<file path="config.mk">
export PLATFORM = sky130hd
export DESIGN_NAME = seq_multiplier_flat
export DESIGN_NICKNAME = d
export VERILOG_FILES = /design/src/rtl/seq_multiplier_if.sv /design/src/rtl/seq_multiplier.sv /design/src/flat_wrapper.sv
export SDC_FILE = /design/constraint.sdc
export NUM_CORES = 1
export LEC_CHECK = 0
export BUFFER_PORTS_ARGS = -buffer_cell sky130_fd_sc_hd__buf_2
export CAP_MARGIN = 25
export CORE_ASPECT_RATIO = 0.8
export CORE_MARGIN = 3
export CORE_UTILIZATION = 50
export DETAILED_ROUTE_END_ITERATION = 6
export PLACE_DENSITY = 0.66
export SKIP_CTS_REPAIR_TIMING = 1
export SLEW_MARGIN = 15
export SYNTH_ARGS = -nofsm -noshare
export SYNTH_HDL_FRONTEND = slang
export SYNTH_SLANG_ARGS = --single-unit
</file>
<file path="constraint.sdc">
create_clock -name clk_i -period 5.41 [get_ports clk_i]
set_input_delay 0.541 -clock clk_i [delete_from_list [all_inputs] [get_ports clk_i]]
set_output_delay 0.541 -clock clk_i [all_outputs]
set_load 0.005 [all_outputs]
</file>
<file path="src/rtl/seq_multiplier_if.sv">
// seq_multiplier_if: request/response bundle between the execute stage and the multiply unit
interface seq_multiplier_if #(parameter int XLEN = 32);
  logic            start_i;
  logic [2:0]      funct3_i;
  logic [XLEN-1:0] rs1_i;
  logic [XLEN-1:0] rs2_i;
  logic            ready_o;
  logic            busy_o;
  logic            valid_o;
  logic [XLEN-1:0] result_o;
  modport master (output start_i, funct3_i, rs1_i, rs2_i, input ready_o, busy_o, valid_o, result_o);
  modport slave (input start_i, funct3_i, rs1_i, rs2_i, output ready_o, busy_o, valid_o, result_o);
endinterface

</file>
<file path="src/rtl/seq_multiplier.sv">
// seq_multiplier: radix-2 shift-add RV32M MUL/MULH/MULHSU/MULHU unit, one iteration per cycle.
// Define MUL_ZERO_SKIP_EN to finish immediately when either operand is zero.
module seq_multiplier #(
  parameter int XLEN = 32
) (
  input logic             clk_i,
  input logic             rst_i,
  seq_multiplier_if.slave bus
);
  localparam int CW = $clog2(XLEN);
  typedef enum logic [1:0] {IDLE, BUSY, DONE} state_e;
  state_e            state_q, state_d;
  logic [CW-1:0]     cnt_q, cnt_d;
  logic [2*XLEN-1:0] prod_q, prod_d, fin;
  logic [XLEN-1:0]   mcand_q, mcand_d, result_q, result_d;
  logic              neg_q, neg_d, lo_q, lo_d, s1, s2;
  logic [XLEN:0]     sum;
  always_ff @(posedge clk_i) begin
    if (rst_i) begin
      state_q  <= IDLE;
      cnt_q    <= '0;
      prod_q   <= '0;
      mcand_q  <= '0;
      result_q <= '0;
      neg_q    <= 1'b0;
      lo_q     <= 1'b0;
    end else begin
      state_q  <= state_d;
      cnt_q    <= cnt_d;
      prod_q   <= prod_d;
      mcand_q  <= mcand_d;
      result_q <= result_d;
      neg_q    <= neg_d;
      lo_q     <= lo_d;
    end
  end
  always_comb begin
    state_d  = state_q;
    cnt_d    = cnt_q;
    prod_d   = prod_q;
    mcand_d  = mcand_q;
    neg_d    = neg_q;
    lo_d     = lo_q;
    result_d = result_q;
    fin      = '0;
    s1       = (bus.funct3_i[1] ^ bus.funct3_i[0]) & bus.rs1_i[XLEN-1];
    s2       = (bus.funct3_i[1:0] == 2'b01) & bus.rs2_i[XLEN-1];
    sum      = {1'b0, prod_q[2*XLEN-1:XLEN]} + {1'b0, prod_q[0] ? mcand_q : '0};
    case (state_q)
      IDLE: if (bus.start_i && !bus.funct3_i[2]) begin
        state_d = BUSY;
        cnt_d   = '0;
        mcand_d = s1 ? -bus.rs1_i : bus.rs1_i;
        prod_d  = {{XLEN{1'b0}}, s2 ? -bus.rs2_i : bus.rs2_i};
        neg_d   = s1 ^ s2;
        lo_d    = bus.funct3_i[1:0] == 2'b00;
`ifdef MUL_ZERO_SKIP_EN
        if (bus.rs1_i == '0 || bus.rs2_i == '0) begin
          state_d  = DONE;
          result_d = '0;
        end
`endif
      end
      BUSY: begin
        // carry-out of the add becomes the new MSB as the product shifts right
        prod_d = {sum, prod_q[XLEN-1:1]};
        cnt_d  = cnt_q + 1'b1;
        if (cnt_q == CW'(XLEN-1)) begin
          state_d  = DONE;
          fin      = neg_q ? -prod_d : prod_d;
          result_d = lo_q ? fin[XLEN-1:0] : fin[2*XLEN-1:XLEN];
        end
      end
      default: state_d = IDLE;
    endcase
  end
  assign bus.ready_o  = state_q == IDLE;
  assign bus.busy_o   = state_q != IDLE;
  assign bus.valid_o  = state_q == DONE;
  assign bus.result_o = result_q;
endmodule

</file>
<file path="src/flat_wrapper.sv">
// flat-port wrapper written by rule: the top's interface ports become plain ports
module seq_multiplier_flat 
#(
  parameter int XLEN = 32
)
  (clk_i, rst_i, bus_start_i, bus_funct3_i, bus_rs1_i, bus_rs2_i, bus_ready_o, bus_busy_o, bus_valid_o, bus_result_o);
  seq_multiplier_if #(.XLEN(XLEN)) bus_i ();
  input logic clk_i;
  input logic rst_i;
  input wire logic [$bits(bus_i.start_i)-1:0] bus_start_i;
  input wire logic [$bits(bus_i.funct3_i)-1:0] bus_funct3_i;
  input wire logic [$bits(bus_i.rs1_i)-1:0] bus_rs1_i;
  input wire logic [$bits(bus_i.rs2_i)-1:0] bus_rs2_i;
  output wire logic [$bits(bus_i.ready_o)-1:0] bus_ready_o;
  output wire logic [$bits(bus_i.busy_o)-1:0] bus_busy_o;
  output wire logic [$bits(bus_i.valid_o)-1:0] bus_valid_o;
  output wire logic [$bits(bus_i.result_o)-1:0] bus_result_o;
  assign bus_i.start_i = bus_start_i;
  assign bus_i.funct3_i = bus_funct3_i;
  assign bus_i.rs1_i = bus_rs1_i;
  assign bus_i.rs2_i = bus_rs2_i;
  assign bus_ready_o = bus_i.ready_o;
  assign bus_busy_o = bus_i.busy_o;
  assign bus_valid_o = bus_i.valid_o;
  assign bus_result_o = bus_i.result_o;
  seq_multiplier #(.XLEN(XLEN)) u_core (.clk_i(clk_i), .rst_i(rst_i), .bus(bus_i));
endmodule
</file>
==> results.md <==
* Status: finished, final reports clean
* Die area at approximately 23000 um2
* Startpoint types: flip-flop
* Worst R2R Path Depth at 14
* Fmax at between 0.2 and 0.25 GHz
* Pint at 1.96 mW
* Placeable Area at ~21000 um2
* Syn Area/Cell at 7.41 um2
* Chip height at 137 um
* Unrepaired setup endpoints after global routing: false
* Number of global-route vias before repair at 9582
* Post-synthesis cell count at around 1400
* Peak supply drop at approximately 230 uV
* DRT Pass-1 Iters at 6
* Number of synthesized flops with an enable pin at 0
* Synth Flop Type: dfxtp_1
* Switch share at 0.309
* Reg2reg setup slack at roughly 0.75 ns
* Fraction of registers with async set/reset at 0
* Clk Latency, worst-skew pair at approximately 0.44 ns
* Combinational share of power at 0.177
* CP Capture Type: flip-flop
* Share of cells above drive strength 1 at 0.128
* Gr busiest metal: met1
* H-tree level count at 4
* Grt met2 use at 0.402
* End of the worst register-to-register path: u_core.bus.result_o[30]$_SDFFE_PP0P_
* Worst EP arrival at just over 5 ns
* Yosys Warn Count at 0
* Final setup viols at 0
* Fin crit period at around 4.7 ns
* Via-to-Cell Ratio at between 6 and 7
* Reg power frac at 0.382
* Longest Clk Path Bufs at 2
* P_leak at roughly 4.6 nW
* CP Max Fanout at 32
* Hold EP: u_core.mcand_q[1]$_SDFFE_PP0P_
* Initial core utilization at 0.513
* Sw Pwr at between 0.8 and 0.9 mW
* Mux cell area share after synthesis at 0.0108
* Post-route DRC violation count at 0
* Synthesized cell area at 10700 um2
* DP Wirelength at 25.7 mm
* Skew final at roughly 0.012 ns
* CTS Buf Count at 17
* CTS tree: built
* #FFs+latches synth at between 100 and 150
* Max Cap Viol at 0
* # rows at 47
* Total track usage at 0.290
* Compound-cell area share of the yosys netlist at 0.304
* Die width at between 150 and 200 um
* Post-route cell area at 11900 um2
* I/O pin count at 105
* Max Slew Vio Count at 0
* Hold path depth at 3
* First-pass GRT wire length at about 53 mm
* Worst R2R Start: u_core.prod_q[0]$_SDFFE_PP0P_
* Grt met3 use at 0.0696
* Final-stage net count at about 1600
* M1 GR Usage at 0.447
* Clk root buf: clkbuf_16
* Total gr overflow at 0
* # clock sinks at 137
* Initial antenna violation count at 0
* Worst Hold Launch: bus_rs1_i[1]
* Hold Crit Class: input pin to flip-flop
* Worst Path Required at around 5.8 ns
* Post-Synth Simple-Gate Area at 0.251
* CTS clk-pin slew, worst paths at roughly 0.060 ns
* Placed cell area at 11300 um2
* Filler instances at slightly above 2000
* Post-synthesis sequential area ratio at 0.256
* Final Hold Vio Count at 0
* Synth cell types at between 80 and 90
* Worst slew pin tran at just over 0.9 ns
* Ant. Diodes at 0
* Via count at between 10000 and 15000
* GPL Wtd Cong at 0.970
* Port-buffer cells at between 100 and 150
* Main combinational cell family by area after synthesis: compound AO/OA/AOI/OAI gates
* Total Routed Length at ~34 mm
* Wire per inst at a little under 20 um
* Clock network power share at 0.441
* Critical path class: flip-flop to flip-flop
* Pwr dens at about 240 nW/um2
* Adder-Cell Fraction of Synth Area at 0.0475
* XOR/XNOR Fraction of Synth Area at 0.0868
* Syn nets at roughly 1600
* Detailed router's first-iteration violation count at 1024
* Max_slew headroom at 0.382
* Setup TNS at 0 ns
* Final period util at 0.862
* Largest net degree at the start of global routing at 96
* Routed Antenna Nets at 0
* Area Overhead vs Synth at 11.5%
[metal layers]
metal	share of wire	vias up	wire (um)
met4	0.018	0	630
met1	0.50	5178	16900
li1	-	5414	-
met2	0.39	439	13500
met5	0	-	0
met3	0.092	43	3140
[synthesized netlist by cell type (39+ instances only)]
cell type  count  share of area
nand2_1      173          0.061
a21oi_1      157          0.073
dfxtp_1      137           0.26
nor2_1       111          0.039
clkbuf_1      83          0.029
o21ai_0       72          0.034
nand3_1       57          0.027
xnor2_1       55          0.045
and2_1        53          0.031
xor2_1        51          0.042
a211oi_1      43          0.030
ha_1          39          0.046
[area by class of cell]
class | instances | area, um2 | area share
Sequential cell | 137 | 2740 | 0.230
Multi-Input combinational cell | 1182 | 7500 | 0.629
Inverter | 27 | 101 | 0.00849
Tap cell | 269 | 337 | 0.0282
Clock buffer | 20 | 467 | 0.0391
Clock inverter | 12 | 151 | 0.0127
Timing Repair Buffer | 118 | 628 | 0.0526
[critical path: stages, from the launching register on]
cell	delay (ns)
dfxtp_1	0.31
buf_4	0.20
and2_1	0.18
ha_1	0.21
fa_1	0.45
a21o_1	0.23
a221oi_2	0.48
o21ai_0	0.20
xor2_1	0.25
a2111oi_2	0.55
nand4b_1	0.30
nor4_1	0.64
and4bb_2	0.34
o21ai_0	0.08
a31oi_1	0.17
[power groups by stage]
stage	sequential (mW)	combinational [mW]	clock (mW)
after floorplan	1.09	0.356	0
after global placement	1.10	0.489	0
after detailed placement	1.11	0.493	0
after CTS	1.08	0.496	1.27
after global routing	1.09	0.551	1.31
final	1.08	0.502	1.25
[cells in the final DEF, fill, tap and decap left out, types with 43 or more instances in the layout]
cell      instances
nor2_1          110
a21oi_1         157
xor2_1           51
a211oi_1         43
xnor2_1          55
dfxtp_1         136
nand3_1          57
buf_2           103
nand2_1         173
o21ai_0          72
and2_1           53
[worst max path at each step]
stage | startpoint | endpoint | slack (ns) | cells past startpoint
final | u_core.prod_q[0]$_SDFFE_PP0P_ | u_core.bus.result_o[30]$_SDFFE_PP0P_ | 0.75 | 14
after global routing | u_core.prod_q[0]$_SDFFE_PP0P_ | u_core.bus.result_o[30]$_SDFFE_PP0P_ | 0.42 | 14
after CTS | u_core.prod_q[0]$_SDFFE_PP0P_ | u_core.bus.result_o[29]$_SDFFE_PP0P_ | 0.85 | 14
after detailed placement | u_core.prod_q[0]$_SDFFE_PP0P_ | u_core.bus.result_o[29]$_SDFFE_PP0P_ | 0.88 | 14
after global placement | u_core.prod_q[0]$_SDFFE_PP0P_ | u_core.bus.result_o[29]$_SDFFE_PP0P_ | 0.97 | 14
after floorplan | u_core.prod_q[0]$_SDFFE_PP0P_ | u_core.bus.result_o[25]$_SDFFE_PP0P_ | 1.31 | 14
[stage by stage]
stage                     power [mW]   util  setup slack [ns]  hold WS (ns)  instances
after global placement          1.59  0.542             0.969         0.436       1733
after floorplan                 1.44      -              1.31         0.432       1444
final                           2.84  0.571             0.749         0.399       1765
after global routing            2.95  0.571             0.423         0.413       1765
after detailed placement        1.60  0.542             0.884         0.442       1733
after CTS                       2.85  0.571             0.846         0.386       1765
[logic make-up after synthesis]
logic type	Yosys count
simple gates	543
flops	137
fa+ha+maj	40
xor+xnor	106
mux	10
buf+inv	125
compound gates	483
[state kept, by name, indices dropped and copies added (netlist names)]
signal,flops
u_core.prod_q,64
u_core.bus.result_o,32
u_core.mcand_q,32
u_core.cnt_q,5
u_core.state_q,2
u_core.lo_q,1
u_core.neg_q,1
No activity file was read; power rests on OpenSTA's default activity.
